**config.mk**
```make
export PLATFORM = sky130hd
export DESIGN_NAME = stepdown_deadtime_seq
export DESIGN_NICKNAME = d
export VERILOG_FILES = /design/src/rtl/stepdown_deadtime_seq.sv
export SDC_FILE = /design/constraint.sdc
export NUM_CORES = 1
export LEC_CHECK = 0
export ABC_CLOCK_PERIOD_IN_PS = 2500
export CORE_MARGIN = 2
export CORE_UTILIZATION = 47
export CTS_BUF_LIST = sky130_fd_sc_hd__clkbuf_8 sky130_fd_sc_hd__clkbuf_16
export DETAILED_ROUTE_END_ITERATION = 7
export PLACE_DENSITY = 0.74
export SKIP_LAST_GASP = 1
export SYNTH_ARGS = -nofsm -noshare
export SYNTH_HDL_FRONTEND = slang
export SYNTH_SLANG_ARGS = --single-unit
```
**constraint.sdc**
```tcl
create_clock -name CELCLK -period 2.5 [get_ports CELCLK]
set_input_delay 0.375 -clock CELCLK [delete_from_list [all_inputs] [get_ports CELCLK]]
set_output_delay 0.375 -clock CELCLK [all_outputs]
set_load 0.01 [all_outputs]
```
**src/rtl/stepdown_deadtime_seq.sv**
```systemverilog
// stepdown_deadtime_seq: synchronises delayed PWM and sequences hs/ls gate enables
// through programmable dead times with min on/off enforcement and pulse telemetry.
module stepdown_deadtime_seq #(
  parameter int SYNC_STAGES = 2,
  parameter int CNT_W       = 4,
  parameter int DT_LH       = 3,
  parameter int DT_HL       = 3,
  parameter int MIN_ON      = 2,
  parameter int MIN_OFF     = 2
) (
  input  logic       CELCLK,
  input  logic       CELRST,
  input  logic       CELV,
  input  logic       CELG,
  input  logic       CELSUB,
  input  logic       pwm_dly,
  input  logic       en,
  input  logic       fault,
  output logic       hs_on,
  output logic       ls_on,
  output logic       fault_lat,
  output logic       busy,
  output logic [7:0] pulse_cnt
);
  localparam int CMAX = (1 << CNT_W) - 1;

  if (SYNC_STAGES < 2 || SYNC_STAGES > 3 ||
      DT_LH < 1 || DT_LH > CMAX || DT_HL < 1 || DT_HL > CMAX ||
      MIN_ON < 1 || MIN_ON > CMAX || MIN_OFF < 1 || MIN_OFF > CMAX) begin : g_bad_param
    $error("stepdown_deadtime_seq: parameter outside legal range");
  end

  typedef enum logic [2:0] {S_IDLE, S_DT_LH, S_HS_ON, S_DT_HL, S_LS_ON, S_FAULT} state_t;

  state_t                 state, nxt;
  logic [CNT_W-1:0]       cnt, cnt_n;
  logic [SYNC_STAGES-1:0] sync;
  logic                   pwm_s;
  logic                   unused_ties;

  assign unused_ties = ^{CELV, CELG, CELSUB};
  assign pwm_s = sync[SYNC_STAGES-1];

  always_comb begin
    nxt = state;
    if (fault) nxt = S_FAULT;
    else if (!en) nxt = S_IDLE;
    else begin
      case (state)
        S_IDLE:  nxt = pwm_s ? S_DT_LH : S_DT_HL;
        S_DT_LH: nxt = !pwm_s ? S_DT_HL : cnt == CNT_W'(1) ? S_HS_ON : S_DT_LH;
        S_HS_ON: nxt = (cnt >= CNT_W'(MIN_ON) && !pwm_s) ? S_DT_HL : S_HS_ON;
        S_DT_HL: nxt = pwm_s ? S_DT_LH : cnt == CNT_W'(1) ? S_LS_ON : S_DT_HL;
        S_LS_ON: nxt = (cnt >= CNT_W'(MIN_OFF) && pwm_s) ? S_DT_LH : S_LS_ON;
        S_FAULT: nxt = S_FAULT;
        default: nxt = S_IDLE;
      endcase
    end
  end

  // dead-time states count down from their load value; on-states count up and saturate at their minimum
  always_comb begin
    cnt_n = (nxt != state) ? (nxt == S_DT_LH ? CNT_W'(DT_LH) : nxt == S_DT_HL ? CNT_W'(DT_HL) : CNT_W'(1))
          : (state == S_DT_LH || state == S_DT_HL) ? cnt - CNT_W'(1)
          : state == S_HS_ON ? cnt + CNT_W'(cnt < CNT_W'(MIN_ON))
          : state == S_LS_ON ? cnt + CNT_W'(cnt < CNT_W'(MIN_OFF))
          : cnt;
  end

  always_ff @(posedge CELCLK or posedge CELRST) begin
    if (CELRST) begin
      sync      <= '0;
      state     <= S_IDLE;
      cnt       <= '0;
      hs_on     <= 1'b0;
      ls_on     <= 1'b0;
      fault_lat <= 1'b0;
      busy      <= 1'b0;
      pulse_cnt <= '0;
    end else begin
      sync      <= {sync[SYNC_STAGES-2:0], pwm_dly};
      state     <= nxt;
      cnt       <= cnt_n;
      hs_on     <= nxt == S_HS_ON;
      ls_on     <= nxt == S_LS_ON;
      fault_lat <= nxt == S_FAULT;
      busy      <= nxt != S_IDLE && nxt != S_FAULT;
      pulse_cnt <= pulse_cnt + 8'(nxt == S_HS_ON && state != S_HS_ON);
    end
  end
endmodule

```
Word-level counts from Yosys, hierarchy flattened:

Cells that the tools add are included.

* register bits after elaboration: 21
* input bits: 8
* output and inout port bits: 12

* add/subtract/negate cells: 3
* order comparisons: 2
* equality and inequality tests: 14
* multiplexer cells: 16
* reductions and logical operators: 9

Operators by type and width (count)
* case mux 3 bit (6 select lines): 1
* 2-to-1 mux 4 bit: 4
* 2-to-1 mux 3 bit: 5
* equality test 3 x 2 -> 1 bit, second input constant: 4
* equality test 3 bit, second input constant: 4
* 2-to-1 mux 2 bit: 5
* adder 8 x 1 -> 8 bit: 1
* equality test 3 x 1 -> 1 bit, second input constant: 2
* adder 4 x 1 -> 4 bit: 1
* equality test 4 x 1 -> 1 bit, second input constant: 1
* >= comparator 4 x 2 -> 1 bit, second input constant: 1
* logical AND 1 bit: 4
* < comparator 4 x 2 -> 1 bit, second input constant: 1
* nonzero test 4 bit: 1
* subtractor 4 x 1 -> 4 bit, second input constant: 1
* zero test 3 bit: 1
* != test 3 x 2 -> 1 bit, second input constant: 1
* != test 3 bit: 1
* != test 3 bit, second input constant: 1
* nonzero test 3 bit: 1
* zero test 1 bit: 1
* logical OR 1 bit: 1
* 2-to-1 mux 1 bit: 1

Longest topological paths before layout:

* depth after elaboration: 10
* depth in mapped cells: 12
* depth with buffers taken out: 12

Worst setup path after synthesis:

No wires, ideal clock.

* path type: reg-to-reg
* start point: register cnt[0]
* end point: register pulse_cnt[6]
* arrival: 2282 ps
* required time: 2375 ps
* slack: 93 ps
* cell stages (with the launch flop): 13
* buffers on the path: 0
* clock period less this slack: 2407 ps
* cell sequence: dfrtp_1 -> inv_1 -> ha_1 -> nor4_2 -> o21ai_1 -> o2111ai_2 -> nand2_2 -> nor3_1 -> ha_1 -> ha_1 -> and3_1 -> nand3_1 -> xnor2_1

* word-level cells in the longest chain between the ends: 9
* elaborated cells between the ends (all ways): 16
* classes of those cells: add/sub: 1; order compare: 1; eq/ne: 2; mux: 9; reduce/logical: 3

Ends and longest elaborated chain
* from (decl): line 36 `logic [CNT_W-1:0] cnt, cnt_n;`
* from (signal assigned): line 83 `cnt <= cnt_n;`
* >= comparator 4 x 2 -> 1 bit or equality test 4 x 1 -> 1 bit (tied branches)
* logical AND 1 bit, or another cell as far along: line 54 `S_LS_ON: nxt = (cnt >= CNT_W'(MIN_OFF) && pwm_s) ? S_DT_LH : S_LS_ON;`
* 2-to-1 mux 3 bit, or another cell as far along: line 54
* case mux 3 bit (6 select lines) (*): line 49 `case (state)`
* 2-to-1 mux 3 bit (*): line 47 `else if (!en) nxt = S_IDLE;`
* 2-to-1 mux 3 bit (*): line 46 `if (fault) nxt = S_FAULT;`
* via nxt[0]: line 35 `state_t state, nxt;`
* equality test 3 x 2 -> 1 bit (*): line 88 `pulse_cnt <= pulse_cnt + 8'(nxt == S_HS_ON && state != S_HS_ON);`
* logical AND 1 bit (*): line 88
* adder 8 x 1 -> 8 bit (*): line 88
* to (signal assigned): line 88
* to (decl): line 23 `output logic [7:0] pulse_cnt`

The timed path passes the listed nets; every way through them passes the cells marked *.
A chain may end at the register's enable or synchronous reset.

Worst setup path in the final report:

* start point: register cnt[1]
* end point: register pulse_cnt[6]

Same word-level chain as after synthesis.

==> out/results.txt <==
run status: completed
crit path kind: reg2reg
Seq/Total Area, Yosys: 0.423
r2r setup slk: 0.03 ns
worst-skew pair later-pin latency: 0.26 ns
Period minus WS final: 2.47 ns
largest buffer count on any clock path: 2
Worst Path Max Fanout: 3
first-pass GRT wire length: 4670 um
wire per inst: 14.6 um
most common cell after layout, fill and taps aside: dfrtp_1
YS warnings: 0
Worst Tran Pin Value: 0.754 ns
P_leak: 0.000752 uW
clock skew: 0.00283 ns
Worst R2R Path Depth: 11
startpoint type of the worst setup path: flip-flop
fin nets: 176
largest net degree at the start of global routing: 22
Fmax achieved: 405 MHz
unrepaired setup endpoints after global routing: true
Ant. Diodes: 0
post-synthesis simple-gate area fraction: 0.223
# setup viols final: 0
CP Capture Type: flip-flop
Placed Cells: 183
drt total wl: 2770 um
Starting Density: 0.496
die footprint: 0.00307 mm^2
Die Width: 55.4 um
R2R Path End: pulse_cnt[6]
I/O pin count: 20
port bufs: 16
number of distinct library cells after synthesis: 43
total power: 1130 uW
first-iteration detailed-routing DRC count: 28
synthesis-stage register bit count: 21
normalized max-slew margin: 0.497
total number of vias: 1,062
Final HPWL DP: 2100 um
Max Slew Vio Count: 0
CTS tree: done
main combinational cell family by area after synthesis: simple AND/OR/NAND/NOR gates
Mean Syn Cell Area: 9.85 um^2
vias in the first global route: 1,015
gr busiest metal: met2
Post-Synthesis Cells: 126
post-synthesis mux area share: 0.0161
area of the core: 0.00250 mm^2
mapped cell area: 0.00124 mm^2
total CTS buffers: 3
synthesis-to-finish area growth: 33.2%
Post-Synth Adder-Cell Area: 0.0706
fin crit share: 0.988
DP Area: 0.00153 mm^2
xor/xnor share of the synthesized area: 0.0565
vias per cell: 5.59
Critical Path AT: 2.62 ns
Setup Total Neg Slack: 0 ns
Worst EP required: 2.65 ns
layout cell share with drive strength beyond 1: 0.225
total track usage: 0.188
Fin. Hold Viols: 0
final setup margin: 0.0312 ns
Final Cell Area: 0.00165 mm^2
Yosys top cell area share: 0.423
row cnt: 18
Synth Area in Compound Gates: 0.164
max_cap viols: 0
Yosys top cell by area: dfrtp_1
GRT met3 Usage: 0.0351
CP startpoint: cnt[1]
M1 GR Usage: 0.234
VDD IR max: 0.529 mV
most frequent cells in the layout: 20 x dfrtp_1, 19 x buf_4, 16 x clkdlybuf4s50_1
HP Class: reg2reg
grt met2 use: 0.333
worst hold stages: 0
drt drc: 0
HP Start: sync[0]
Layout fillers: 187
pwr/cell area: 685 mW/mm^2
Sink Count: 21
clock slew at reported path FFs: 0.07 ns
Clk Tree Root Cell: clkbuf_8
GP Congestion: 0.801
largest cells by area after synthesis: dfrtp_1 42%, ha_1 7.1%, nor2_1 3.0%
final std cells w/o fill: 190
remaining antenna violation count after routing: 0
Overflow after GRT: 0
initial antenna violation count: 0
syn_nets: 141
htree depth: 1
pre-CTS setup slack: -0.0357 ns
first-pass detailed-route iteration total: 4
die height: 55.4 um
Crit Reg-Reg Startpoint: cnt[1]
Hold Path Sink: sync[1]
critical path: stages (launching register included):
cell and delay, ns:
dfrtp_2 0.43, ha_4 0.17, nor4_4 0.36, o21ai_1 0.14
o2111ai_2 0.24, nand2_2 0.09, nor3_2 0.16, ha_2 0.25
ha_4 0.14, and3_4 0.18, nand3_2 0.08, xnor2_1 0.13
worst max-delay path by stage:
stage          slack (ns)            to
2_1_floorplan        0.09  pulse_cnt[6]
3_3_place_gp        -0.03  pulse_cnt[6]
3_5_place_dp        -0.04  pulse_cnt[6]
4_1_cts              0.03  pulse_cnt[6]
5_1_grt             -0.14  pulse_cnt[7]
6_report             0.03  pulse_cnt[6]
repair_timing:
item | CTS | global route
gates cloned | 0 | 0
resized for setup | 4 | 7
buffers inserted | 0 | 3
hold buffers | 0 | 0
setup endpoints to repair | 1 | 3
pin swaps | 0 | 8
cells in the mapped netlist (all sizes together):
cell and number:
o21bai 1, xor2 4, o2bb2ai 1, a21boi 1
nand2b 5, o2111ai 2, nor4b 1, nand3 4
a211oi 1, a21oi 4, and4 1, nor2b 4
dfrtp 21, o311a 1, nand4bb 1, inv 8
mux2i 2, o31a 1, o211ai 2, ha 7
nor3 5, o22a 1, a22oi 3, buf 5
and2 2, o31ai 1, xnor2 4, o311ai 1
nand2 5, o21ai 6, nor2 10, nor4 1
nand4 2, nor3b 2, and3 2, a31oi 2
nand3b 1, or4 1
metal layers:
| layer | wire, um | vias up | share of wire |
|---|---|---|---|
| met5 | 0 | - | 0 |
| met4 | 4 | 0 | 0.0014 |
| met3 | 74 | 2 | 0.027 |
| met2 | 1440 | 18 | 0.52 |
| met1 | 1250 | 522 | 0.45 |
| li1 | - | 520 | - |
sequential cells by signal, summed over array words and instances, names as in the netlist:
signal / flops
busy: 1
cnt: 4
fault_lat: 1
hs_on: 1
ls_on: 1
pulse_cnt: 8
state: 3
sync: 2
cell families after synthesis:
family | after synthesis
AOI/OAI and AO/OA | 28
xor gates and xnor gates | 8
adders and majority gates | 7
buffers and inverters | 13
DFF | 21
muxes | 2
and+or+nand+nor | 47
cell type report:
| type | instances | area (um^2) | share of cell area |
|---|---|---|---|
| Multi-Input combinational cell | 92 | 709 | 0.429 |
| Sequential cell | 21 | 527 | 0.319 |
| Clock inverter | 1 | 5.00 | 0.00303 |
| Timing Repair Buffer | 35 | 303 | 0.183 |
| Clock buffer | 3 | 41.3 | 0.0250 |
| Inverter | 8 | 30.0 | 0.0182 |
| Tap cell | 30 | 37.5 | 0.0227 |
through the flow:
step	hold slack [ns]	util
final	0.351	0.661
after floorplan	0.331	-
after detailed placement	0.335	0.613
after global routing	0.362	0.661
after global placement	0.338	0.613
after CTS	0.352	0.638
where the power goes:
part	internal [uW]	switching (uW)	leakage, uW
Sequential	386	49.9	0.000268
Clock	111	105	0.0000255
Combinational	250	231	0.000458
Total	747	386	0.000752
No activity file was read; power rests on OpenSTA's default activity.
==> variant: new RTL, same settings <==
Change the parameter `CNT_W` from 4 to 5.
--- a/src/rtl/stepdown_deadtime_seq.sv
+++ b/src/rtl/stepdown_deadtime_seq.sv
@@ -4,3 +4,3 @@
   parameter int SYNC_STAGES = 2,
-  parameter int CNT_W       = 4,
+  parameter int CNT_W       = 5,
   parameter int DT_LH       = 3,
Formal check against the unedited RTL: same outputs for any inputs over 10 cycles, from zero or initial values and one cycle with CELRST high; that may be too few to reach the edited logic, so the function may still have changed.
==> variant against the original RTL <==
  * The flow now finishes with violations (setup timing)
  * Area after synthesis is 8.8% higher
  * Design area grew 11%
  * Count of clock-buffer cells in the layout increased by 1
  * Global-route usage increased by 1.9 points
  * Sequential cell count grew 1
  * Routed wire length up 18%
  * Clock skew shrank 0.0013 ns
  * Critical path type unchanged
  * Non-clock buffer count up 11
  * Setup slack got worse by 0.30 ns
  * Synthesized cell count increased by 14%
  * Total power grew 3.7%
==> variant: results (changes against the original RTL) <==
The final reports fail on setup timing. The most used flip-flop cell after synthesis is dfrtp_1. The buffer cell driving the clock tree root is clkbuf_8. The maximum fanout along the worst path was 3 (unchanged).

The routed length on met3 was 91 um (+23%). The fraction of final layout cells sized beyond drive strength 1 came out at 25.41% (+2.9 points). The netlist area before placement is 1350 um^2 (+8.8%). The run finished, with violations left. The worst hold path begins at sync[0]$_DFF_PP0_. The share of synthesized flip-flops with an asynchronous set or reset was 100.0% (unchanged).

The vias after detailed routing came out at 1,232 (+16%). The largest stage delay on the critical path was 0.54 ns (+0.11 ns). The number of filler instances in the final layout is 211 (+13%). The hold slack is 0.3544 ns (+0.003756 ns). The number of cells on the worst hold path came to 0 (unchanged). After clock tree synthesis, the clock-pin slew on the worst setup and hold paths is roughly 0.080 ns. The post-synthesis net count is 159 (+13%). The total length of routed met2 wires came out at 1681 um (+17%). The source-to-sink clock delay at the later pin of the worst-skew pair came out at about 0.25 ns. The worst flop-to-flop path startpoint is cnt[4]$_DFFE_PP0P_. The part of the Yosys area used for sequential elements is 40.78% (-1.6 points).

The pin count of the biggest net entering global routing is 23 (+4.5%). The setup total negative slack came out at -1.076 ns (-1.076 ns). The max-slew headroom at the worst pin is 48.23% (-1.4 points). The detailed placer's ending HPWL was 2418 um (+15%). In this design, the largest share of critical-path delay is due to simple AND/OR/NAND/NOR gates.

The number of cell instances on the worst register-to-register path came out at 10 (-1). The routed metal-1 wire length was 1438 um (+15%). The final worst setup slack came out at -0.2663 ns (-0.2975 ns). The count of distinct cell types in the synthesized netlist came to 46 (+7.0%). The clock tree buffer depth is 2 (unchanged). The area added between synthesis and finish came out at 35.31%. The warning count from the yosys run is 0 (unchanged). The arrival time of data at the critical path endpoint came out at 2.91 ns (+0.29 ns). The global-route total usage across every layer came out at 20.62% (+1.9 points). The initial antenna violation count is 0 (unchanged). The total number of H-tree levels is 1 (unchanged). The leakage power total is 0.8346 nW (+11%). The worst-case vdd ir drop came to 0.0006261 V (+18%). The setup skew after layout came out at 0.001573 ns (-0.001259 ns). The final weighted congestion in routability-driven placement was 0.8321 (+3.9%). The wire length of the first global-routing pass was 5340 um (+14%). The placed cell area is 1704 um^2 (+11%). The commonest cells after synthesis are dfrtp_1, nor2_1, inv_1, o21ai_0. The slowest stage of the critical path is the or4_4 cell.

The net count reported at finish is 201 (+14%). The total detailed-routing wirelength is 3270 um (+18%). In the final layout, the registers with the most flip-flops are pulse_cnt: 8 flops, cnt: 5 flops, state: 3 flops. The number of violations reported at the end of detailed-routing iteration 0 is 40 (+43%).

The final number of setup-violating endpoints is 6 (+6). Yosys attributes the largest share of cell area to dfrtp_1, ha_1, xnor2_1, nor2_1, o21ai_0. The worst register-to-register path ends at pulse_cnt[6]$_DFF_PP0_. The detailed-routing iteration count for the pre-antenna-repair pass came out at 4 (unchanged).
[variant: changes by cell type after synthesis, sizes merged, moves of 3 or more]
| cell | unedited run | this run |
|---|---|---|
| xnor2 | 4 | 7 |
| nand2b | 5 | 2 |
| a22oi | 3 | 0 |
| a21oi | 4 | 7 |
| clkbuf | 0 | 6 |
| nor2 | 10 | 15 |
[variant: repair_timing]
item	in CTS	in global routing
gates resized for setup	2	2
hold endpoints to repair	0	0
setup buffers	3	5
setup endpoints to repair	6	6
pin swaps	5	2
cloned	0	0
[variant: power breakdown]
part | internal [mW] | leakage (nW) | switching [mW]
Clock | 0.140 | 0.0288 | 0.106
Combinational | 0.256 | 0.522 | 0.236
Sequential | 0.395 | 0.284 | 0.0412
[variant: kinds of logic (layout without fill, tap and decap cells)]
group | Yosys count | after routing | synth area share, %
AOI/OAI and AO/OA | 35 | 35 | 19.19
buffers and inverters | 19 | 60 | 5.931
DFF | 22 | 22 | 40.78
adders and majority gates | 7 | 7 | 6.487
and+or+nand+nor | 51 | 51 | 21.13
xor gates and xnor gates | 10 | 10 | 6.488
[variant: how the worst max path moves through the flow]
stage                                   to  cells past startpoint               start  slack, ns
finish              pulse_cnt[6]$_DFF_PP0_                     10  cnt[4]$_DFFE_PP0P_      -0.27
global route        pulse_cnt[6]$_DFF_PP0_                     10  cnt[4]$_DFFE_PP0P_      -0.37
CTS                 pulse_cnt[6]$_DFF_PP0_                     10  cnt[4]$_DFFE_PP0P_      -0.23
detailed placement  pulse_cnt[6]$_DFF_PP0_                     12  cnt[1]$_DFFE_PP0P_      -0.26
global placement    pulse_cnt[6]$_DFF_PP0_                     10  cnt[4]$_DFFE_PP0P_      -0.20
floorplan           pulse_cnt[6]$_DFF_PP0_                     11  cnt[2]$_DFFE_PP0P_      -0.24
[variant: cell type report]
cell class,count,share of cell area [%]
inverters,10,2.055
well taps,31,2.123
multi-input cells,103,41.37
repair buffers,46,21.30
clock buffers,4,3.014
flip-flops and latches,22,30.14
[variant: through the flow]
stage | setup WS (ns) | std cells
2_1_floorplan | -0.2398 | 144
3_3_place_gp | -0.1975 | 205
3_5_place_dp | -0.2625 | 205
4_1_cts | -0.2327 | 212
5_1_grt | -0.3747 | 216
6_report | -0.2663 | 216
[variant: layer usage]
layer | up-vias | GRT usage (%)
li1 | 600 | -
met1 | 597 | 26.90
met2 | 27 | 36.20
met3 | 8 | 1.587
met4 | 0 | 6.645
met5 | - | 0
